File: config.mk
export PLATFORM = sky130hd
export DESIGN_NAME = multdiv_ctrl
export DESIGN_NICKNAME = d
export VERILOG_FILES = /design/src/rtl/multdiv_ctrl.sv
export SDC_FILE = /design/constraint.sdc
export NUM_CORES = 2
export LEC_CHECK = 0
export CORE_MARGIN = 2
export CORE_UTILIZATION = 50
export CTS_CLUSTER_SIZE = 12
export DETAILED_ROUTE_END_ITERATION = 16
export PLACE_DENSITY = 0.63
export SYNTH_ARGS = -nofsm -noshare
export SYNTH_HDL_FRONTEND = slang
export SYNTH_SLANG_ARGS = --single-unit
File: constraint.sdc
create_clock -name clk -period 15.1 [get_ports clk]
set_input_delay 2.265 -clock clk [delete_from_list [all_inputs] [get_ports clk]]
set_output_delay 2.265 -clock clk [all_outputs]
set_load 0.1 [all_outputs]
File: src/rtl/multdiv_ctrl.sv
// Multiply/divide unit controller: pipelined-latency multiply and accumulate,
// radix-2 restoring divide with signed fixup, flushable, HI/LO result registers.
module multdiv_ctrl #(
    parameter int MUL_LAT = 3
) (
    input  logic        clk,
    input  logic        rst,
    input  logic        start,
    input  logic [2:0]  op,
    input  logic [31:0] a,
    input  logic [31:0] b,
    input  logic [31:0] hi_in,
    input  logic [31:0] lo_in,
    input  logic        flush,
    output logic        busy,
    output logic        done,
    output logic [31:0] hi_out,
    output logic [31:0] lo_out
);
    typedef enum logic [2:0] {S_IDLE, S_MUL, S_DIV, S_FIX, S_DONE} state_t;

    localparam logic [5:0] MUL_LAST = 6'(MUL_LAT - 1);
    localparam logic [5:0] DIV_LAST = 6'd32;

    state_t      state_q, state_d;
    logic [5:0]  cnt_q, cnt_d;
    logic [2:0]  op_q, op_d;
    logic [31:0] a_q, a_d, b_q, b_d;
    logic [31:0] acc_hi_q, acc_hi_d, acc_lo_q, acc_lo_d;
    logic [31:0] quo_q, quo_d, rem_q, rem_d, dvs_q, dvs_d;
    logic [31:0] hi_q, hi_d, lo_q, lo_d;

    logic        accept, in_signed, is_signed, sign_a, sign_b;
    logic [63:0] ext_a, ext_b, prod, acc, mul_res;
    logic [32:0] partial, diff;
    logic [31:0] q_fix, r_fix;

    assign accept    = (state_q == S_IDLE) && start && !flush;
    assign in_signed = ~op[0];
    assign is_signed = ~op_q[0];
    assign sign_a    = is_signed & a_q[31];
    assign sign_b    = is_signed & b_q[31];

    assign ext_a   = is_signed ? {{32{a_q[31]}}, a_q} : {32'b0, a_q};
    assign ext_b   = is_signed ? {{32{b_q[31]}}, b_q} : {32'b0, b_q};
    assign prod    = ext_a * ext_b;
    assign acc     = {acc_hi_q, acc_lo_q};
    assign mul_res = !op_q[2] ? prod : (op_q[1] ? acc - prod : acc + prod);

    // Divide step: shift one dividend bit into the partial remainder and try a subtract.
    assign partial = {rem_q, quo_q[31]};
    assign diff    = partial - {1'b0, dvs_q};
    assign q_fix   = (sign_a ^ sign_b) ? -quo_q : quo_q;
    assign r_fix   = sign_a ? -rem_q : rem_q;

    // NOTE: flops use non-blocking assignments so every register samples pre-edge values.
    always_ff @(posedge clk or posedge rst) begin
        if (rst) begin
            state_q  <= S_IDLE;
            cnt_q    <= '0;
            op_q     <= '0;
            a_q      <= '0;
            b_q      <= '0;
            acc_hi_q <= '0;
            acc_lo_q <= '0;
            quo_q    <= '0;
            rem_q    <= '0;
            dvs_q    <= '0;
            hi_q     <= '0;
            lo_q     <= '0;
        end else begin
            state_q  <= state_d;
            cnt_q    <= cnt_d;
            op_q     <= op_d;
            a_q      <= a_d;
            b_q      <= b_d;
            acc_hi_q <= acc_hi_d;
            acc_lo_q <= acc_lo_d;
            quo_q    <= quo_d;
            rem_q    <= rem_d;
            dvs_q    <= dvs_d;
            hi_q     <= hi_d;
            lo_q     <= lo_d;
        end
    end

    // NOTE: every comb output gets a default first so no path can infer a latch.
    always_comb begin
        state_d = state_q;
        unique case (state_q)
            S_IDLE: if (accept) state_d = (op[2:1] == 2'b01) ? S_DIV : S_MUL;
            S_MUL:  if (flush) state_d = S_IDLE; else if (cnt_q == MUL_LAST) state_d = S_DONE;
            S_DIV:  if (flush) state_d = S_IDLE; else if (cnt_q == DIV_LAST) state_d = S_FIX;
            S_FIX:  state_d = flush ? S_IDLE : S_DONE;
            S_DONE: state_d = S_IDLE;
            default: state_d = S_IDLE;
        endcase
    end

    always_comb begin
        cnt_d    = '0;
        op_d     = op_q;
        a_d      = a_q;
        b_d      = b_q;
        acc_hi_d = acc_hi_q;
        acc_lo_d = acc_lo_q;
        quo_d    = quo_q;
        rem_d    = rem_q;
        dvs_d    = dvs_q;
        hi_d     = hi_q;
        lo_d     = lo_q;
        unique case (state_q)
            S_IDLE: if (accept) begin
                cnt_d    = 6'd1;
                op_d     = op;
                a_d      = a;
                b_d      = b;
                acc_hi_d = hi_in;
                acc_lo_d = lo_in;
                quo_d    = (in_signed && a[31]) ? -a : a;
                rem_d    = '0;
                dvs_d    = (in_signed && b[31]) ? -b : b;
            end
            S_MUL: if (!flush) begin
                if (cnt_q == MUL_LAST) {hi_d, lo_d} = mul_res;
                else cnt_d = cnt_q + 6'd1;
            end
            S_DIV: if (!flush) begin
                if (cnt_q != DIV_LAST) cnt_d = cnt_q + 6'd1;
                if (!diff[32]) begin
                    rem_d = diff[31:0];
                    quo_d = {quo_q[30:0], 1'b1};
                end else begin
                    rem_d = partial[31:0];
                    quo_d = {quo_q[30:0], 1'b0};
                end
            end
            S_FIX: if (!flush) begin
                if (b_q == '0) begin
                    hi_d = a_q;
                    lo_d = 32'hFFFF_FFFF;
                end else begin
                    hi_d = r_fix;
                    lo_d = q_fix;
                end
            end
            default: ;
        endcase
    end

    always_comb begin
        busy   = (state_q == S_MUL) || (state_q == S_DIV) || (state_q == S_FIX);
        done   = (state_q == S_DONE);
        hi_out = hi_q;
        lo_out = lo_q;
    end
endmodule

==> results.txt <==
The number of cells upsized or downsized after cts is 0. TritonCTS created 39 clock buffers. First-pass GRT wire length: 355000 µm. The worst setup path is of the flip-flop to flip-flop kind.

The total routed wire length on the met1 layer came out at 95500 µm. The tools report the cell count after placement as 9833. The fraction of synthesized cell area taken by the top area cell type was 40.9%.

On the critical path, the stage with the largest delay is an instance of dfrtp_1. The number of buffers inserted by post-CTS setup repair was 0; the starting density of the core was 50.4%. The tools report the die area as 0.144 mm². The clock transition time at the flip-flop clock pins of the worst setup and hold paths was 0.07 ns.

The detailed router used layers up to and including met5. The max-slew violation total from the final report came out at 0. In this run the horizontal extent of the chip is 379 µm.

In the final routed layout, each cell accounts on average for 23.3 µm. For this run, the post-layout net count is 9970. The worst pin sits at a relative slew slack of 14.5%. During placement, the flow inserted port buffers numbering 200.

The number of synthesized flops with an enable pin came out at 0. Counting flops and latches in the post-synthesis netlist gives 299. Final setup violation count: 0. The tools report the remaining number of nets flagged by the antenna check after routing as 0. In this design, the stage delay of the slowest critical-path cell is 1.01 ns. The number of nets in the synthesized netlist is 10004. After detailed routing, the met2 layer carries 106000 µm of wire. Critical path launch point type: a flip-flop. Counting flops with an async set or reset pin after synthesis yields a share of 100%. The endpoint of the worst-slack reg-to-reg timing path is hi_out[30]$_DFFE_PP0P_. The clock period minus worst slack was 14.11 ns; the maximum fanout encountered on the critical timing path was 21. The run finished with clean final reports. The run gives 0 as the count of final hold-check violations. The floorplan has 137 rows. The arrival time at the worst endpoint was 14.61 ns.

For the final routed database, the setup TNS stands at 0 ns. The netlist uses 92 different library cells. After technology mapping, the gate count stands at 8032. After detailed routing, the total wire length is 231000 µm. The H-tree depth reported by CTS is 2. The critical path's most frequent cell is fa_1. Required time of the worst setup path: 15.60 ns.

The number of standard cells in the final layout excluding fillers is 9913. Peak clock frequency supported by timing: 70.9 MHz. The sink of the worst hold path is b_q[22]$_DFFE_PP0P_. TritonCTS built the clock tree.

Wire segments on met3 add up to 20800 µm in the final route. At the pin with the least slew margin, the transition time is 1.28 ns. Counting along the longest clock path gives a buffer depth of 3. Clock tree synthesis found a total of 299 sinks.

The tools report the library cell used as clock root buffer as clkbuf_16. Across all register-to-register paths, the minimum setup slack is 0.99 ns. Entering global routing, the biggest net connects 202 pins. Setup repair after global routing left no endpoint under its margin. The share of the Yosys chip area taken by registers is 10.6%. The synthesized netlist occupies a cell area of 0.0703 mm².

In this run the most critical hold path is launched from b_q[22]$_DFFE_PP0P_. The pre-antenna-repair detailed-routing pass consisted of 8 iterations. In the synthesized netlist the dominant register cell turns out to be dfrtp_1.

Routability-driven placement finished with a final weighted congestion of 1.01. The run gives 201 as the number of top-level pins. The floorplan step set the die height to 379 µm.

The startpoint identified for the worst register-to-register timing path is a_q[6]$_DFFE_PP0P_. The global routing usage summed across all routing layers is 33.0%. Insertion delay to the later sink of the worst-skew pair: 0.60 ns. The number of design rule violations left after detail routing is 0, and the count of warnings emitted by yosys is 0.

The HPWL after detailed placement is 194000 µm. Ranked by total cell area, the synthesized netlist is headed by fa_1 (41%), dfrtp_1 (11%), inv_1 (8.7%). Along the worst hold path, the cell count comes to 2. In the final layout, the share of cells above drive strength 1 is 3.21%.

The initial antenna violation count was 17. The via count of the first global-routing pass came out at 57615. For the iteration-0 DRC count of the detailed router, the log shows 5044. The area added between synthesis and finish works out to 7.44%. The share of the clock period used by the worst path after layout was 93.4%; the mean post-synth cell area was 8.75 µm². After detailed routing, the number of vias per cell comes to 5.62. The type of the most critical hold path is flip-flop to flip-flop. The most critical setup path has its startpoint at a_q[6]$_DFFE_PP0P_.

Counting cells, the worst reg-to-reg path comes to 43. Hold repair after CTS inserted 0 buffers. The largest area contributor in the netlist was fa_1.

The most frequent cell after synthesis was inv_1. For this run the aggregate overflow at the end of global routing stands at 0. Measured on the finished design, the core utilization comes to 54.1%. The commonest cells after synthesis are inv_1 (1637), fa_1 (1435), nand2_1 (1246), and2_1 (570), ha_1 (402). Summing over every cut layer, the via total after detailed routing is 55663. Category of the worst setup path capture point: a flip-flop. The tool flagged a number of max-cap violations equal to 0. The core region is 0.140 mm².

The post-route clock skew is 0.0484 ns.
[worst max-delay path: cells and delay by family (launching register included)]
| family | cells | cell delay, ns |
|---|---|---|
| fa+ha+maj | 12 | 5.92 |
| compound gates | 11 | 3.14 |
| simple gates | 10 | 2.17 |
| flops | 1 | 1.01 |
| buf+inv | 8 | 0.89 |
| xor+xnor | 2 | 0.86 |
[state kept, by name, indices dropped and copies added, names as in the netlist]
signal,count
hi_out,32
b_q,32
acc_hi_q,32
state_q,3
rem_q,32
cnt_q,6
a_q,32
op_q,3
acc_lo_q,32
lo_out,32
quo_q,32
dvs_q,31
[how the worst max path moves through the flow]
stage | endpoint | slack [ns] | cells past startpoint
after floorplan | hi_out[30]$_DFFE_PP0P_ | 2.95 | 47
after global placement | hi_out[30]$_DFFE_PP0P_ | 1.47 | 43
after detailed placement | hi_out[30]$_DFFE_PP0P_ | 1.21 | 43
after CTS | hi_out[30]$_DFFE_PP0P_ | 1.13 | 43
after global routing | hi_out[29]$_DFFE_PP0P_ | 0.27 | 41
final | hi_out[30]$_DFFE_PP0P_ | 0.99 | 43
[per-layer routing]
layer | track usage, % | vias up
met1 | 45.8 | 28562
met3 | 6.63 | 422
met4 | 10.8 | 10
met2 | 51.9 | 2276
met5 | 0 | -
li1 | - | 24393
[metrics by stage]
stage	setup WS, ns	instance area [µm²]	hold WS [ns]
global placement	1.47	74200	0.458
CTS	1.13	75500	0.480
detailed placement	1.21	74200	0.464
finish	0.993	75500	0.475
floorplan	2.95	70300	0.447
global route	0.268	75500	0.501
[cells in the final DEF (no fill, tap or decap), types with 23 or more instances in the layout]
cell	n
ha_1	402
inv_1	1636
o211ai_1	24
o21a_1	23
fa_1	1435
xnor2_1	240
nor2_1	230
nand4_1	40
mux2i_1	47
a21oi_1	312
and2_1	569
nand2_1	1246
nor3_1	71
o21bai_1	29
dfrtp_1	294
o21ai_0	326
buf_4	129
o31ai_1	33
a211oi_1	32
o22ai_1	28
clkdlybuf4s50_1	200
nand2b_1	30
a31oi_1	41
clkbuf_16	39
nor4_1	37
xor2_1	120
a21o_1	77
nand3_1	38
nor2b_1	28
[cell families (layout without fill, tap and decap cells)]
kind of cell             Yosys count  after routing  share of synthesized area, %
AO/OA/AOI/OAI                   1033           1033                          8.91
XOR/XNOR                         363            363                          4.55
AND/OR/NAND/NOR                 2405           2405                          16.2
buffers and inverters           2042           2038                          10.9
other                              0              9                             0
multiplexers                      52             52                         0.750
flip-flops                       299            299                          10.6
adder cells (fa/ha/maj)         1838           1838                          48.1
[cell type report]
| class | count | area (µm²) |
|---|---|---|
| fill | 13166 | 64000 |
| multi-input combinational | 5691 | 55200 |
| sequential | 299 | 7490 |
| inverter | 1637 | 6150 |
| timing repair buffer | 330 | 2990 |
| tap | 1876 | 2350 |
| clock buffer | 56 | 1130 |
| clock inverter | 15 | 186 |
| antenna | 9 | 22.5 |
Power is left out: the tool's default activity adds up to more than one toggle a clock period on the data nets, which glitch-free logic cannot reach.
